File: config.mk
export PLATFORM = sky130hd
export DESIGN_NAME = led_matrix_scan_ctrl
export DESIGN_NICKNAME = d
export VERILOG_FILES = /design/src/rtl/led_matrix_scan_ctrl.sv
export SDC_FILE = /design/constraint.sdc
export NUM_CORES = 1
export LEC_CHECK = 0
export BUFFER_PORTS_ARGS = -buffer_cell sky130_fd_sc_hd__buf_2
export CAP_MARGIN = 10
export CORE_MARGIN = 8
export CORE_UTILIZATION = 58
export CTS_CLUSTER_SIZE = 28
export DETAILED_ROUTE_END_ITERATION = 12
export PLACE_DENSITY = 0.8
export SYNTH_ARGS = -nofsm -noshare
export SYNTH_HDL_FRONTEND = slang
export SYNTH_SLANG_ARGS = --single-unit
File: constraint.sdc
create_clock -name clk -period 3 [get_ports clk]
set_input_delay 0.15 -clock clk [delete_from_list [all_inputs] [get_ports clk]]
set_output_delay 0.15 -clock clk [all_outputs]
set_load 0.02 [all_outputs]
File: src/rtl/led_matrix_scan_ctrl.sv
// led_matrix_scan_ctrl
//
// Avalon-MM slave that scans a COLS x ROWS LED matrix one column at a time
// out of a double-buffered frame store. Software fills the back buffer and
// requests a swap. The swap is committed only at a frame wrap, or at once
// while the scanner is idle, so a frame on the pins is never torn.
//
// Ports:
//   clk          system clock
//   reset        synchronous, active-high reset
//   address      register word address (0..COLS-1 COLn, 5 CTRL, 6 DIV, 7 STATUS)
//   chipselect   slave select
//   write_n      active-low write strobe
//   writedata    write data
//   readdata     combinational read data; unused bits read as 0
//   columns_out  one-hot active-high column enable
//   rows_out     active-high row data for the active column
//   frame_tick   one-cycle pulse in the first cycle of each new frame
//
// Build option:
//   LED_SCAN_BLANK_EN  when defined, 2 all-off cycles are inserted between
//                      columns to suppress ghosting (BLANK state).
module led_matrix_scan_ctrl #(
  parameter int COLS      = 5,
  parameter int ROWS      = 7,
  parameter int DIV_RESET = 50000
) (
  input  logic            clk,
  input  logic            reset,
  input  logic [2:0]      address,
  input  logic            chipselect,
  input  logic            write_n,
  input  logic [31:0]     writedata,
  output logic [31:0]     readdata,
  output logic [COLS-1:0] columns_out,
  output logic [ROWS-1:0] rows_out,
  output logic            frame_tick
);

  // Column registers occupy addresses 0..4 at most; CTRL starts at 5.
  localparam int              NCOLREG  = (COLS < 5) ? COLS : 5;
  localparam logic [15:0]     DIV_INIT = 16'(DIV_RESET);
  localparam logic [3:0]      LAST_COL = 4'(COLS - 1);
  localparam logic [COLS-1:0] ONE_HOT0 = {{(COLS-1){1'b0}}, 1'b1};

  typedef enum logic [1:0] {
    IDLE = 2'd0,
    SCAN = 2'd1
`ifdef LED_SCAN_BLANK_EN
    , BLANK = 2'd2
`endif
  } state_t;

  state_t                     state_r;
  state_t                     state_nxt_s;
  logic [3:0]                 col_r;
  logic [3:0]                 col_nxt_s;
  logic [15:0]                rem_r;
  logic [15:0]                rem_nxt_s;
`ifdef LED_SCAN_BLANK_EN
  logic                       blank_r;
  logic                       blank_nxt_s;
`endif
  logic                       enable_r;
  logic                       enable_nxt_s;
  logic                       swap_r;
  logic                       swap_nxt_s;
  logic [15:0]                div_r;
  logic [7:0]                 frame_r;
  logic [COLS-1:0][ROWS-1:0]  back_r;
  logic [COLS-1:0][ROWS-1:0]  front_r;
  logic [COLS-1:0][ROWS-1:0]  front_nxt_s;
  logic [15:0][ROWS-1:0]      front_pad_s;
  logic [7:0][ROWS-1:0]       back_pad_s;
  logic                       wr_s;
  logic                       ctrl_wr_s;
  logic [15:0]                dwell_last_s;
  logic                       advance_s;
  logic                       wrap_s;
  logic                       commit_s;
  logic [COLS-1:0]            columns_nxt_s;
  logic [ROWS-1:0]            rows_nxt_s;
  logic                       unused_s;

  assign wr_s      = chipselect & ~write_n;
  assign ctrl_wr_s = wr_s & (address == 3'd5);

  // The FSM reacts to an enable write on the same edge that stores it, so
  // SCAN col 0 (or IDLE) is already in place in the cycle after the write.
  assign enable_nxt_s = ctrl_wr_s ? writedata[0] : enable_r;

  // A DIV of 0 behaves as 1; the counter holds cycles remaining after this one.
  assign dwell_last_s = (div_r == 16'd0) ? 16'd0 : (div_r - 16'd1);

  // While idle a pending swap lands on the very next edge so software can
  // preload a frame before enabling; otherwise only on the frame wrap.
  assign commit_s    = swap_r & ((state_r == IDLE) | wrap_s);
  assign front_nxt_s = commit_s ? back_r : front_r;

  // Padded views make the column / address selects exactly index-width sized.
  for (genvar g = 0; g < 16; g++) begin : g_front_pad
    if (g < COLS) begin : g_used
      assign front_pad_s[g] = front_nxt_s[g];
    end else begin : g_zero
      assign front_pad_s[g] = {ROWS{1'b0}};
    end
  end

  for (genvar g = 0; g < 8; g++) begin : g_back_pad
    if (g < NCOLREG) begin : g_used
      assign back_pad_s[g] = back_r[g];
    end else begin : g_zero
      assign back_pad_s[g] = {ROWS{1'b0}};
    end
  end

  assign unused_s = ^writedata[31:16];

  // Next-state logic for the scan FSM, including column advance and wrap.
  always_comb begin
    state_nxt_s = state_r;
    col_nxt_s   = col_r;
    rem_nxt_s   = rem_r;
    advance_s   = 1'b0;
    wrap_s      = 1'b0;
`ifdef LED_SCAN_BLANK_EN
    blank_nxt_s = blank_r;
`endif
    if (!enable_nxt_s) begin
      state_nxt_s = IDLE;
      col_nxt_s   = 4'd0;
      rem_nxt_s   = 16'd0;
`ifdef LED_SCAN_BLANK_EN
      blank_nxt_s = 1'b0;
`endif
    end else begin
      case (state_r)
        IDLE: begin
          state_nxt_s = SCAN;
          col_nxt_s   = 4'd0;
          rem_nxt_s   = dwell_last_s;
        end
        SCAN: begin
          if (rem_r == 16'd0) begin
`ifdef LED_SCAN_BLANK_EN
            state_nxt_s = BLANK;
            blank_nxt_s = 1'b0;
`else
            advance_s   = 1'b1;
`endif
          end else begin
            rem_nxt_s = rem_r - 16'd1;
          end
        end
`ifdef LED_SCAN_BLANK_EN
        BLANK: begin
          if (blank_r) begin
            advance_s = 1'b1;
          end else begin
            blank_nxt_s = 1'b1;
          end
        end
`endif
        default: begin
          state_nxt_s = IDLE;
          col_nxt_s   = 4'd0;
          rem_nxt_s   = 16'd0;
        end
      endcase

      // DIV is sampled here, at the start of each column's dwell.
      if (advance_s) begin
        state_nxt_s = SCAN;
        rem_nxt_s   = dwell_last_s;
        if (col_r == LAST_COL) begin
          col_nxt_s = 4'd0;
          wrap_s    = 1'b1;
        end else begin
          col_nxt_s = col_r + 4'd1;
        end
      end else begin
        wrap_s = 1'b0;
      end
    end
  end

  // Swap request: a CTRL write of bit1 wins over a commit on the same edge.
  always_comb begin
    swap_nxt_s = swap_r;
    if (ctrl_wr_s && writedata[1]) begin
      swap_nxt_s = 1'b1;
    end else if (commit_s) begin
      swap_nxt_s = 1'b0;
    end else begin
      swap_nxt_s = swap_r;
    end
  end

  // Pin values for the next cycle, decoded from the next FSM state.
  always_comb begin
    columns_nxt_s = {COLS{1'b0}};
    rows_nxt_s    = {ROWS{1'b0}};
    if (state_nxt_s == SCAN) begin
      columns_nxt_s = ONE_HOT0 << col_nxt_s;
      rows_nxt_s    = front_pad_s[col_nxt_s];
    end else begin
      columns_nxt_s = {COLS{1'b0}};
      rows_nxt_s    = {ROWS{1'b0}};
    end
  end

  // Register read mux; no read latency.
  always_comb begin
    readdata = 32'd0;
    case (address)
      3'd5:    readdata = {30'd0, swap_r, enable_r};
      3'd6:    readdata = {16'd0, div_r};
      3'd7:    readdata = {16'd0, frame_r, col_r, 3'd0, swap_r};
      default: readdata = {{(32-ROWS){1'b0}}, back_pad_s[address]};
    endcase
  end

  // Scan FSM state, column index and dwell/blank counters.
  always_ff @(posedge clk) begin
    if (reset) begin
      state_r <= IDLE;
      col_r   <= 4'd0;
      rem_r   <= 16'd0;
`ifdef LED_SCAN_BLANK_EN
      blank_r <= 1'b0;
`endif
    end else begin
      state_r <= state_nxt_s;
      col_r   <= col_nxt_s;
      rem_r   <= rem_nxt_s;
`ifdef LED_SCAN_BLANK_EN
      blank_r <= blank_nxt_s;
`endif
    end
  end

  // Control registers: enable, swap request, dwell divider, frame counter.
  always_ff @(posedge clk) begin
    if (reset) begin
      enable_r <= 1'b0;
      swap_r   <= 1'b0;
      div_r    <= DIV_INIT;
      frame_r  <= 8'd0;
    end else begin
      enable_r <= enable_nxt_s;
      swap_r   <= swap_nxt_s;
      if (wr_s && (address == 3'd6)) begin
        div_r <= writedata[15:0];
      end
      if (wrap_s) begin
        frame_r <= frame_r + 8'd1;
      end
    end
  end

  // Frame store: front takes the pre-write back value on a commit edge,
  // while a simultaneous COLn write lands in back.
  always_ff @(posedge clk) begin
    if (reset) begin
      back_r  <= {(COLS*ROWS){1'b0}};
      front_r <= {(COLS*ROWS){1'b0}};
    end else begin
      front_r <= front_nxt_s;
      for (int i = 0; i < NCOLREG; i++) begin
        if (wr_s && (address == 3'(i))) begin
          back_r[i] <= writedata[ROWS-1:0];
        end
      end
    end
  end

  // Registered pin drivers.
  always_ff @(posedge clk) begin
    if (reset) begin
      columns_out <= {COLS{1'b0}};
      rows_out    <= {ROWS{1'b0}};
      frame_tick  <= 1'b0;
    end else begin
      columns_out <= columns_nxt_s;
      rows_out    <= rows_nxt_s;
      frame_tick  <= wrap_s;
    end
  end

endmodule
==> flow_summary_export.csv, run 1 <==
group,metric,value,unit
outcome,outcome,"finished, final reports clean",
worst_setup_path,critical_path_class,"register to register",
floorplan,rows,38,
drt,via_count,5760,
sta,slew_violations,0,
floorplan,pin_count,84,
synth,synth_top_family_by_area,"simple AND/OR/NAND/NOR gates",
cts,clock_latency,0.52,ns
global_route,grt-ovfl-total,0,
synth,synth.avg_cell_area,8.45,sq um
power_and_ir_drop,power.density,532,nW/um^2
global_route,grt_first_pass_wirelength,28500,um
run,maxCapViolCount,0,
synth,synth-async-reset-ratio,0,%
floorplan,coreArea,10700,sq um
min_path,hp-start,"write_n",
sta,worstMarginPinSlew,0.896,ns
layout,area_growth,17.7,%
layout,antennaDiodeCount,0,
sta,max_freq,363,MHz
global_route,grt_pass1_vias,5626,
placement,hpwl,11900,um
sta,fin_crit,2.75,ns
sta,post-route-period-util,91.8,%
global_route,grt_max_degree,91,
power_and_ir_drop,ir_drop,0.397,mV
synth,synth_compound_area_share,12.7,%
layout,num-fill-cells,796,
sta,setup_tns,0,ns
drt,first_pass_iters,5,
sta,setup_slack,0.246,ns
layout,nets,856,
cts,htreeDepth,4,
global_route,grtUsageTotal,24.6,%
placement,dp_slack,0.185,ns
drt,final_antenna_net_count,0,
floorplan,die_width,120,um
synth,synth.distinct_cells,54,
drt,avgRoutedWirePerCell,18.3,um
floorplan,start_util,58.6,%
cts,cts.sinks,131,
drt,first_iter_violations,640,
sta,final-setup-viol-count,0,
layout,most-common-layout-cells,"nand2_1 (149), dfxtp_1 (131), a21oi_1 (67)",
sta,max-slew-margin-rel,40.3,%
worst_setup_path,worstSetupStartpointType,"register",
power_and_ir_drop,leakage,0.00306,uW
synth,synthAdderAreaFrac,1.20,%
synth,ys_ff_latch,131,
worst_setup_path,reg2reg_from,"rem_r[0]$_SDFFE_PP0P_",
worst_setup_path,cp-startpoint,"rem_r[0]$_SDFFE_PP0P_",
synth,synth_cells,741,
layout,drive_above_1_share,15.1,%
synth,yosysWarnings,0,
synth,synthMuxAreaShare,10.8,%
drt,drt_wl_total,17600,um
min_path,hold_path.class,"input port to register",
synth,synth_enable_flop_cells,0,
placement,portBuffers,51,
cts,cts.path.max_buffers,2,
synth,ys_seq_area_share,41.9,%
worst_setup_path,worstPathMaxFanout,8,
worst_setup_path,endpoint_kind,"register",
placement,place_inst,911,
floorplan,dieArea,14400,sq um
cts,numCtsBuffers,17,
layout,stdcell_count,962,
drt,drcViolationCount,0,
cts,cts_tree,"done",
sta,rsz0062_at_grt,"false",
synth,synth_area,6260,sq um
sta,fin_worst_skew,0.00788,ns
floorplan,die_h,120,um
cts,root_buffer,"clkbuf_8",
cts,clk_pin_slew,0.06,ns
placement,gp_congestion,0.952,
sta,timing.hold.ws,0.0843,ns
synth,synthFlopType,"dfxtp_1",
worst_setup_path,critPathArrivalTime,3.16,ns
synth,synth-xor-area-share,4.61,%
synth,yosys.area_share.simple,23.1,%
drt,routed_via_density,5.99,
layout,mostFrequentLayoutCell,"nand2_1",
global_route,antenna_found_initial,0,
sta,finalHoldViolations,0,
worst_setup_path,cp.required,3.41,ns
-- synth_stat cells (2+ instances only) --
library cell    n  share of area [%]
nand4_1         3               0.30
mux2i_1        46                7.3
nand2_1       149                8.9
buf_6           2               0.36
mux4_2          8                2.9
nor4_1          7               0.70
buf_4          18                2.2
and3_1          9               0.90
xnor2_1        17                2.4
buf_2          10               0.80
clkbuf_1       26                1.6
and3b_1         2               0.28
o21ai_0        12               0.96
nand3_1        34                2.7
nor3_1         10               0.80
inv_1           9               0.54
dfxtp_1       131                 42
ha_1            6                1.2
or3_4           2               0.36
a22o_1          4               0.56
and2_1         18                1.8
mux2_2          3               0.54
o21a_1          4               0.48
or4_1           3               0.36
a21oi_1        67                5.4
nand2b_1        3               0.30
xor2_1         16                2.2
nor2_1         59                3.5
o32ai_1         8                1.1
a22oi_1         3               0.36
a221o_1         4               0.64
nor2b_1         6               0.60
or3_1           3               0.30
buf_1           4               0.24
and4_1          2               0.28
a32o_1          3               0.48
o22ai_1        13                1.3
-- area by class of cell --
type,instances,area (sq um),share of cell area (%)
clock buffers,19,432,5.86
well taps,140,175,2.38
repair buffers,95,638,8.66
inverters,9,33.8,0.458
clock inverters,11,114,1.54
flip-flops and latches,131,2620,35.6
multi-input cells,557,3360,45.5
-- sequential cells by signal, indices dropped and copies added, names as in the netlist --
signal and count:
swap_r 1, front_r 35, state_r 2, back_pad_s 35
columns_out 5, rem_r 16, enable_r 1, frame_tick 1
rows_out 7, frame_r 8, col_r 4, div_r 16
-- stage by stage --
step                util, %  area [sq um]  power, uW
floorplan                 -          6320       1960
CTS                    68.9          7370       3920
global route           68.9          7370       4030
detailed placement     61.8          6610       2010
finish                 68.9          7370       3920
global placement       61.8          6610       2000
-- final timing paths --
| path | end | slack, ns | depth (start not counted) |
|---|---|---|---|
| max | rows_out[4]$_SDFF_PP0_ | 0.25 | 10 |
| min | back_pad_s[3]$_SDFFE_PP0P_ | 0.08 | 4 |
| max reg2reg | rows_out[4]$_SDFF_PP0_ | 0.25 | 10 |
| min reg2reg | front_r[2]$_SDFF_PP0_ | 0.45 | 2 |
-- per-layer routing --
layer | routed length (um) | part of all wire [%] | GRT usage (%)
met1 | 6900 | 39 | 28.2
met2 | 8880 | 50 | 42.2
met3 | 1320 | 7.5 | 6.34
met4 | 553 | 3.1 | 11.4
met5 | 0 | 0 | 0
-- worst max-delay path, cell delays in order, from the launching register on --
cell	delay, ns
dfxtp_1	0.34
inv_1	0.09
ha_1	0.14
nor4b_1	0.22
buf_4	0.18
nand4_2	0.21
o21a_1	0.26
o21ai_0	0.28
nand2_1	0.08
or4_1	0.61
o32ai_1	0.23
-- what timing repair did --
item | in CTS | in global routing
resized for setup | 0 | 2
buffers inserted | 0 | 0
endpoints found under the hold margin | 49 | 0
hold buffers | 21 | 0
setup endpoints to repair | 0 | 7
-- logic make-up after synthesis --
family                   Yosys count
AND/OR/NAND/NOR                  317
flip-flops                       131
AO/OA/AOI/OAI                    127
buffers and inverters             69
multiplexers                      57
XOR/XNOR                          33
adder cells (fa/ha/maj)            6
other                              1
-- where the power goes --
part | internal (uW) | switching (uW) | leakage, uW
combinational | 85.2 | 148 | 0.00174
sequential | 1750 | 16.3 | 0.00106
clock | 1180 | 733 | 0.000269
total | 3020 | 898 | 0.00306
Note: power is estimated with default switching activity, not from simulation.
==> inputs of run 2 (changes only) <==
--- a/config.mk
+++ b/config.mk
@@ -12,6 +12,7 @@
 export CTS_CLUSTER_SIZE = 28
 export DETAILED_ROUTE_END_ITERATION = 12
 export PLACE_DENSITY = 0.8
+export RECOVER_POWER = 50
 export SYNTH_ARGS = -nofsm -noshare
 export SYNTH_HDL_FRONTEND = slang
 export SYNTH_SLANG_ARGS = --single-unit
==> constraint.sdc (replaced) <==
create_clock -name clk -period 2.98 [get_ports clk]
set_input_delay 0.149 -clock clk [delete_from_list [all_inputs] [get_ports clk]]
set_output_delay 0.149 -clock clk [all_outputs]
set_load 0.02 [all_outputs]
==> flow_summary_export.csv, run 2 (synthesis gave the netlist of run 1 again) <==
group,metric,value,unit
outcome,outcome,"finished, violations left",
outcome,violations,"max-capacitance violations, max-slew violations",
worst_setup_path,cpPeakStageDelay,0.61,ns
drt,routed_via_density,5.95,
sta,fin_crit,2.76,ns
worst_setup_path,critical_path_cell_count,10,
run,maxCapViolCount,1,
floorplan,die_width,120,um
floorplan,die_h,120,um
drt,first_iter_violations,645,
sta,final-setup-viol-count,0,
layout,antennaDiodeCount,0,
drt,via_count,5745,
sta,setup_tns,0,ns
layout,nets,857,
worst_setup_path,reg2reg_to,"rows_out[5]$_SDFF_PP0_",
worst_setup_path,worstPathMaxFanout,8,
drt,final_antenna_net_count,0,
power_and_ir_drop,leakage,0.00295,uW
drt,avgRoutedWirePerCell,18.0,um
sta,max_freq,363,MHz
global_route,grt_max_degree,91,
worst_setup_path,crit_chain,"inv_1 -> ha_1 -> nor4b_1 -> buf_4 -> nand4_2 -> o21a_1 -> o21ai_0 -> nand2_1 -> or4_1 -> o32ai_1",
worst_setup_path,path_buf_inv,2,
worst_setup_path,endpoint,"rows_out[5]$_SDFF_PP0_",
sta,slew_violations,91,
worst_setup_path,crit_slowest_cell,"or4_1",
cts,cts.path.max_buffers,2,
placement,portBuffers,51,
sta,max-slew-margin-rel,-21.2,%
cts,post_cts.repair.setup_buffers,0,
global_route,grt_pass1_vias,5617,
cts,clock_latency,0.54,ns
placement,hpwl,11900,um
layout,mostFrequentLayoutCell,"nand2_1",
cts,root_buffer,"clkbuf_8",
worst_setup_path,reg2reg_slack,0.22,ns
cts,clk_pin_slew,0.06,ns
sta,post-route-period-util,92.5,%
floorplan,pin_count,84,
layout,most-common-layout-cells,"nand2_1 (149), dfxtp_1 (131), a21oi_1 (67)",
global_route,grt_first_pass_wirelength,28000,um
min_path,hold_path.class,"input port to register",
cts,numCtsBuffers,17,
power_and_ir_drop,power,4000,uW
worst_setup_path,worstSetupStartpointType,"register",
floorplan,start_util,58.6,%
cts,cts.sinks,131,
sta,rsz0062_at_grt,"false",
worst_setup_path,endpoint_kind,"register",
cts,cts_tree,"done",
floorplan,coreArea,10700,sq um
worst_setup_path,reg2reg_from,"rem_r[0]$_SDFFE_PP0P_",
worst_setup_path,reg2reg_depth,10,
placement,gp_congestion,0.962,
layout,area_growth,17.5,%
layout,drive_above_1_share,11.6,%
sta,worstMarginPinSlew,1.82,ns
drt,drcViolationCount,0,
worst_setup_path,cp-startpoint,"rem_r[0]$_SDFFE_PP0P_",
power_and_ir_drop,ir_drop,0.389,mV
cts,htreeDepth,4,
drt,first_pass_iters,5,
worst_setup_path,critPathArrivalTime,3.18,ns
worst_setup_path,critPathTopFamily,"simple AND/OR/NAND/NOR gates",
floorplan,dieArea,14400,sq um
sta,fin_worst_skew,0.00631,ns
global_route,grt-ovfl-total,0,
floorplan,rows,38,
worst_setup_path,critical_path_class,"register to register",
worst_setup_path,cp.required,3.41,ns
drt,drt_wl_total,17400,um
sta,finalHoldViolations,0,
global_route,grtUsageTotal,24.4,%
global_route,antenna_found_initial,0,
power_and_ir_drop,power.density,543,nW/um^2
==> run 2: cell types whose count changed in the layout (fill, tap and decap cells not counted), moves of 2 or more <==
cell      before  now
buf_2         51   22
clkbuf_1       1   31
clkbuf_8       2    5
clkinv_2       6    1
clkinv_4       1    3
inv_6          0    3
==> run 2: layer usage <==
layer	part of all wire, %	up-vias	GRT usage [%]
met3	7.1	71	7.05
met5	0	-	0
met4	4.2	0	13.7
met2	50	272	40.8
li1	-	2671	-
met1	39	2731	27.6
==> run 2: worst min path at each step <==
stage,start,end,slack [ns],depth (start not counted)
final,write_n,back_pad_s[29]$_SDFFE_PP0P_,0.09,4
after global routing,write_n,back_pad_s[29]$_SDFFE_PP0P_,0.09,4
after CTS,write_n,back_pad_s[29]$_SDFFE_PP0P_,0.007,4
after detailed placement,writedata[9],div_r[9]$_SDFFE_PP1P_,0.37,3
after global placement,writedata[9],div_r[9]$_SDFFE_PP1P_,0.36,3
after floorplan,writedata[4],div_r[4]$_SDFFE_PP1P_,0.27,2
==> run 2: what timing repair did <==
action                                  CTS  global route
hold buffers                             21             0
endpoints found under the setup margin    0             7
hold endpoints to repair                 52             0
resized for setup                         0             2
==> run 2: worst register-to-register path, stage by stage (launching register included) <==
cell	delay, ns
dfxtp_1	0.33
inv_1	0.09
ha_1	0.14
nor4b_1	0.26
buf_4	0.19
nand4_2	0.20
o21a_1	0.27
o21ai_0	0.25
nand2_1	0.09
or4_1	0.61
o32ai_1	0.23
==> run 2: final cells by class <==
type                            count  area [sq um]
Clock buffer                       23           477
Clock inverter                      9          95.1
Fill cell                         830          3340
Inverter                            9          33.8
Multi-Input combinational cell    557          3350
Sequential cell                   131          2620
Tap cell                          140           175
Timing Repair Buffer               96           607
==> run 2: metrics by stage <==
stage	hold slack, ns	setup slack [ns]	utilization, %	std cells	instance area [sq um]
3_5_place_dp	0.368	0.226	61.9	912	6620
6_report	0.0873	0.223	68.8	965	7360
4_1_cts	0.00738	0.152	69.2	965	7400
3_3_place_gp	0.359	0.353	61.9	912	6620
2_1_floorplan	0.273	0.470	-	757	6320
5_1_grt	0.0870	0.0153	68.8	965	7360
==> run 2: power by group <==
group          switching, uW  total, uW  internal [uW]
registers               16.3       1780           1760
clock network            783       1990           1210
logic                    148        232           83.9
total                    947       4000           3050
==> inputs of run 3 (changes only) <==
--- a/config.mk
+++ b/config.mk
@@ -8,11 +8,12 @@
 export BUFFER_PORTS_ARGS = -buffer_cell sky130_fd_sc_hd__buf_2
 export CAP_MARGIN = 10
 export CORE_MARGIN = 8
-export CORE_UTILIZATION = 58
+export CORE_UTILIZATION = 40
+export CTS_BUF_LIST = sky130_fd_sc_hd__clkbuf_16
 export CTS_CLUSTER_SIZE = 28
 export DETAILED_ROUTE_END_ITERATION = 12
-export PLACE_DENSITY = 0.8
 export RECOVER_POWER = 50
+export SETUP_SLACK_MARGIN = 0.1
 export SYNTH_ARGS = -nofsm -noshare
 export SYNTH_HDL_FRONTEND = slang
 export SYNTH_SLANG_ARGS = --single-unit
==> flow_summary_export.csv, run 3 (synthesis gave the netlist of run 1 again) <==
group,metric,value,unit
sta,post-route-period-util,89.0,%
cts,numCtsBuffers,17,
cts,cts.path.max_buffers,2,
drt,routed_via_density,5.34,
cts,root_buffer,"clkbuf_16",
placement,portBuffers,51,
layout,mostFrequentLayoutCell,"nand2_1",
drt,avgRoutedWirePerCell,16.9,um
cts,clk_pin_slew,0.06,ns
worst_setup_path,crit_chain,"inv_1 -> ha_1 -> nor4b_1 -> buf_4 -> nand4_2 -> mux2i_1 -> nor2_1 -> buf_4 -> mux2i_1 -> a22o_1 -> o32ai_1",
min_path,hold_path.class,"input port to register",
layout,nets,846,
global_route,grt_pass1_vias,5224,
floorplan,rows,45,
placement,hpwl,12200,um
layout,num-fill-cells,1477,
worst_setup_path,cpPeakStageDelay,0.47,ns
cts,clock_latency,0.42,ns
global_route,grt-ovfl-total,0,
cts,post_cts.repair.setup_buffers,0,
floorplan,die_width,141,um
power_and_ir_drop,p_clk_share,51.0,%
sta,max_freq,377,MHz
layout,final_util,48.2,%
cts,cts.sinks,131,
run,maxCapViolCount,0,
cts,htreeDepth,4,
global_route,grtUsageTotal,17.7,%
layout,antennaDiodeCount,0,
global_route,grt_first_pass_wirelength,28000,um
floorplan,coreArea,15300,sq um
worst_setup_path,worstPathMaxFanout,9,
worst_setup_path,endpoint_kind,"register",
worst_setup_path,crit_slowest_cell,"nor2_1",
layout,most-common-layout-cells,"nand2_1 (149), dfxtp_1 (131), a21oi_1 (67)",
power_and_ir_drop,leakage,0.00292,uW
power_and_ir_drop,p_int,3140,uW
power_and_ir_drop,p_sw_share,23.1,%
cts,cts_tree,"done",
sta,worstMarginPinSlew,1.26,ns
placement,gp_congestion,0.815,
drt,drt_wl_total,17300,um
drt,final_antenna_net_count,0,
sta,finalHoldViolations,0,
sta,slew_violations,0,
power_and_ir_drop,ir_drop,0.395,mV
sta,max-slew-margin-rel,16.0,%
drt,via_count,5470,
outcome,outcome,"finished, final reports clean",
floorplan,pin_count,84,
power_and_ir_drop,power.density,556,nW/um^2
layout,area_growth,17.4,%
worst_setup_path,worstSetupStartpointType,"register",
floorplan,die_h,141,um
sta,fin_crit,2.65,ns
worst_setup_path,critical_path_class,"register to register",
worst_setup_path,critPathArrivalTime,2.97,ns
floorplan,start_util,41.1,%
drt,drcViolationCount,0,
layout,drive_above_1_share,11.4,%
global_route,grt_max_degree,91,
sta,final-setup-viol-count,0,
power_and_ir_drop,power_frac_comb,5.4,%
sta,setup_tns,0,ns
floorplan,dieArea,19900,sq um
worst_setup_path,cp.required,3.30,ns
power_and_ir_drop,seqPwrFrac,43.5,%
drt,first_iter_violations,491,
drt,first_pass_iters,5,
power_and_ir_drop,p_sw,944,uW
sta,fin_worst_skew,0.00802,ns
sta,rsz0062_at_grt,"true",
global_route,antenna_found_initial,0,
==> run 3: stage by stage <==
| stage | instance area (sq um) | hold slack, ns | instances | worst slack [ns] | power (uW) |
|---|---|---|---|---|---|
| global placement | 6720 | 0.357 | 984 | 0.247 | 2030 |
| floorplan | 6320 | 0.273 | 757 | 0.470 | 1970 |
| CTS | 7400 | 0.0254 | 1025 | 0.166 | 4120 |
| finish | 7360 | 0.0386 | 1025 | 0.328 | 4090 |
| detailed placement | 6720 | 0.368 | 984 | 0.240 | 2030 |
| global route | 7360 | 0.0453 | 1025 | 0.0917 | 4220 |
==> run 3: path summary, 6_finish.rpt <==
path,startpoint,end,slack [ns],cells after the start
setup reg to reg,rem_r[0]$_SDFFE_PP0P_,rows_out[1]$_SDFF_PP0_,0.33,11
setup / recovery,rem_r[0]$_SDFFE_PP0P_,rows_out[1]$_SDFF_PP0_,0.33,11
hold / removal,writedata[6],back_pad_s[13]$_SDFFE_PP0P_,0.04,3
hold reg to reg,front_r[3]$_SDFF_PP0_,front_r[3]$_SDFF_PP0_,0.45,2
==> run 3: power groups by stage <==
stage,Clock (uW),Combinational (uW),Sequential [uW]
floorplan,0,161,1810
global placement,0,209,1820
detailed placement,0,212,1820
CTS,2120,222,1780
global route,2200,242,1780
finish,2090,222,1780
==> run 3: area by class of cell <==
| class | instances | area, sq um | share of cell area (%) |
|---|---|---|---|
| clock inverter | 15 | 168 | 2.28 |
| multi-input combinational | 557 | 3360 | 45.7 |
| inverter | 9 | 33.8 | 0.459 |
| sequential | 131 | 2620 | 35.6 |
| tap | 211 | 264 | 3.59 |
| timing repair buffer | 85 | 484 | 6.58 |
| clock buffer | 17 | 425 | 5.78 |
==> run 3: layer usage <==
metal	track usage, %	part of all wire, %	up-vias
met5	0	0	-
met4	5.77	1.5	0
met3	4.05	5.7	23
met2	27.6	46	164
met1	23.6	47	2634
li1	-	-	2649
==> run 3: critical path: cells and delay by family, from the launching register on <==
kind                       cells  cell delay, ns
buffers and inverters          3            0.56
adders and majority gates      1            0.14
DFF                            1            0.33
muxes                          2            0.25
and+or+nand+nor                3            0.81
AOI/OAI and AO/OA              2            0.44
==> run 3: repair_timing <==
item                                   in CTS  in global routing
endpoints found under the hold margin       9                  0
hold buffers                                9                  0
setup endpoints to repair                   0                  8
resized for setup                           0                  2
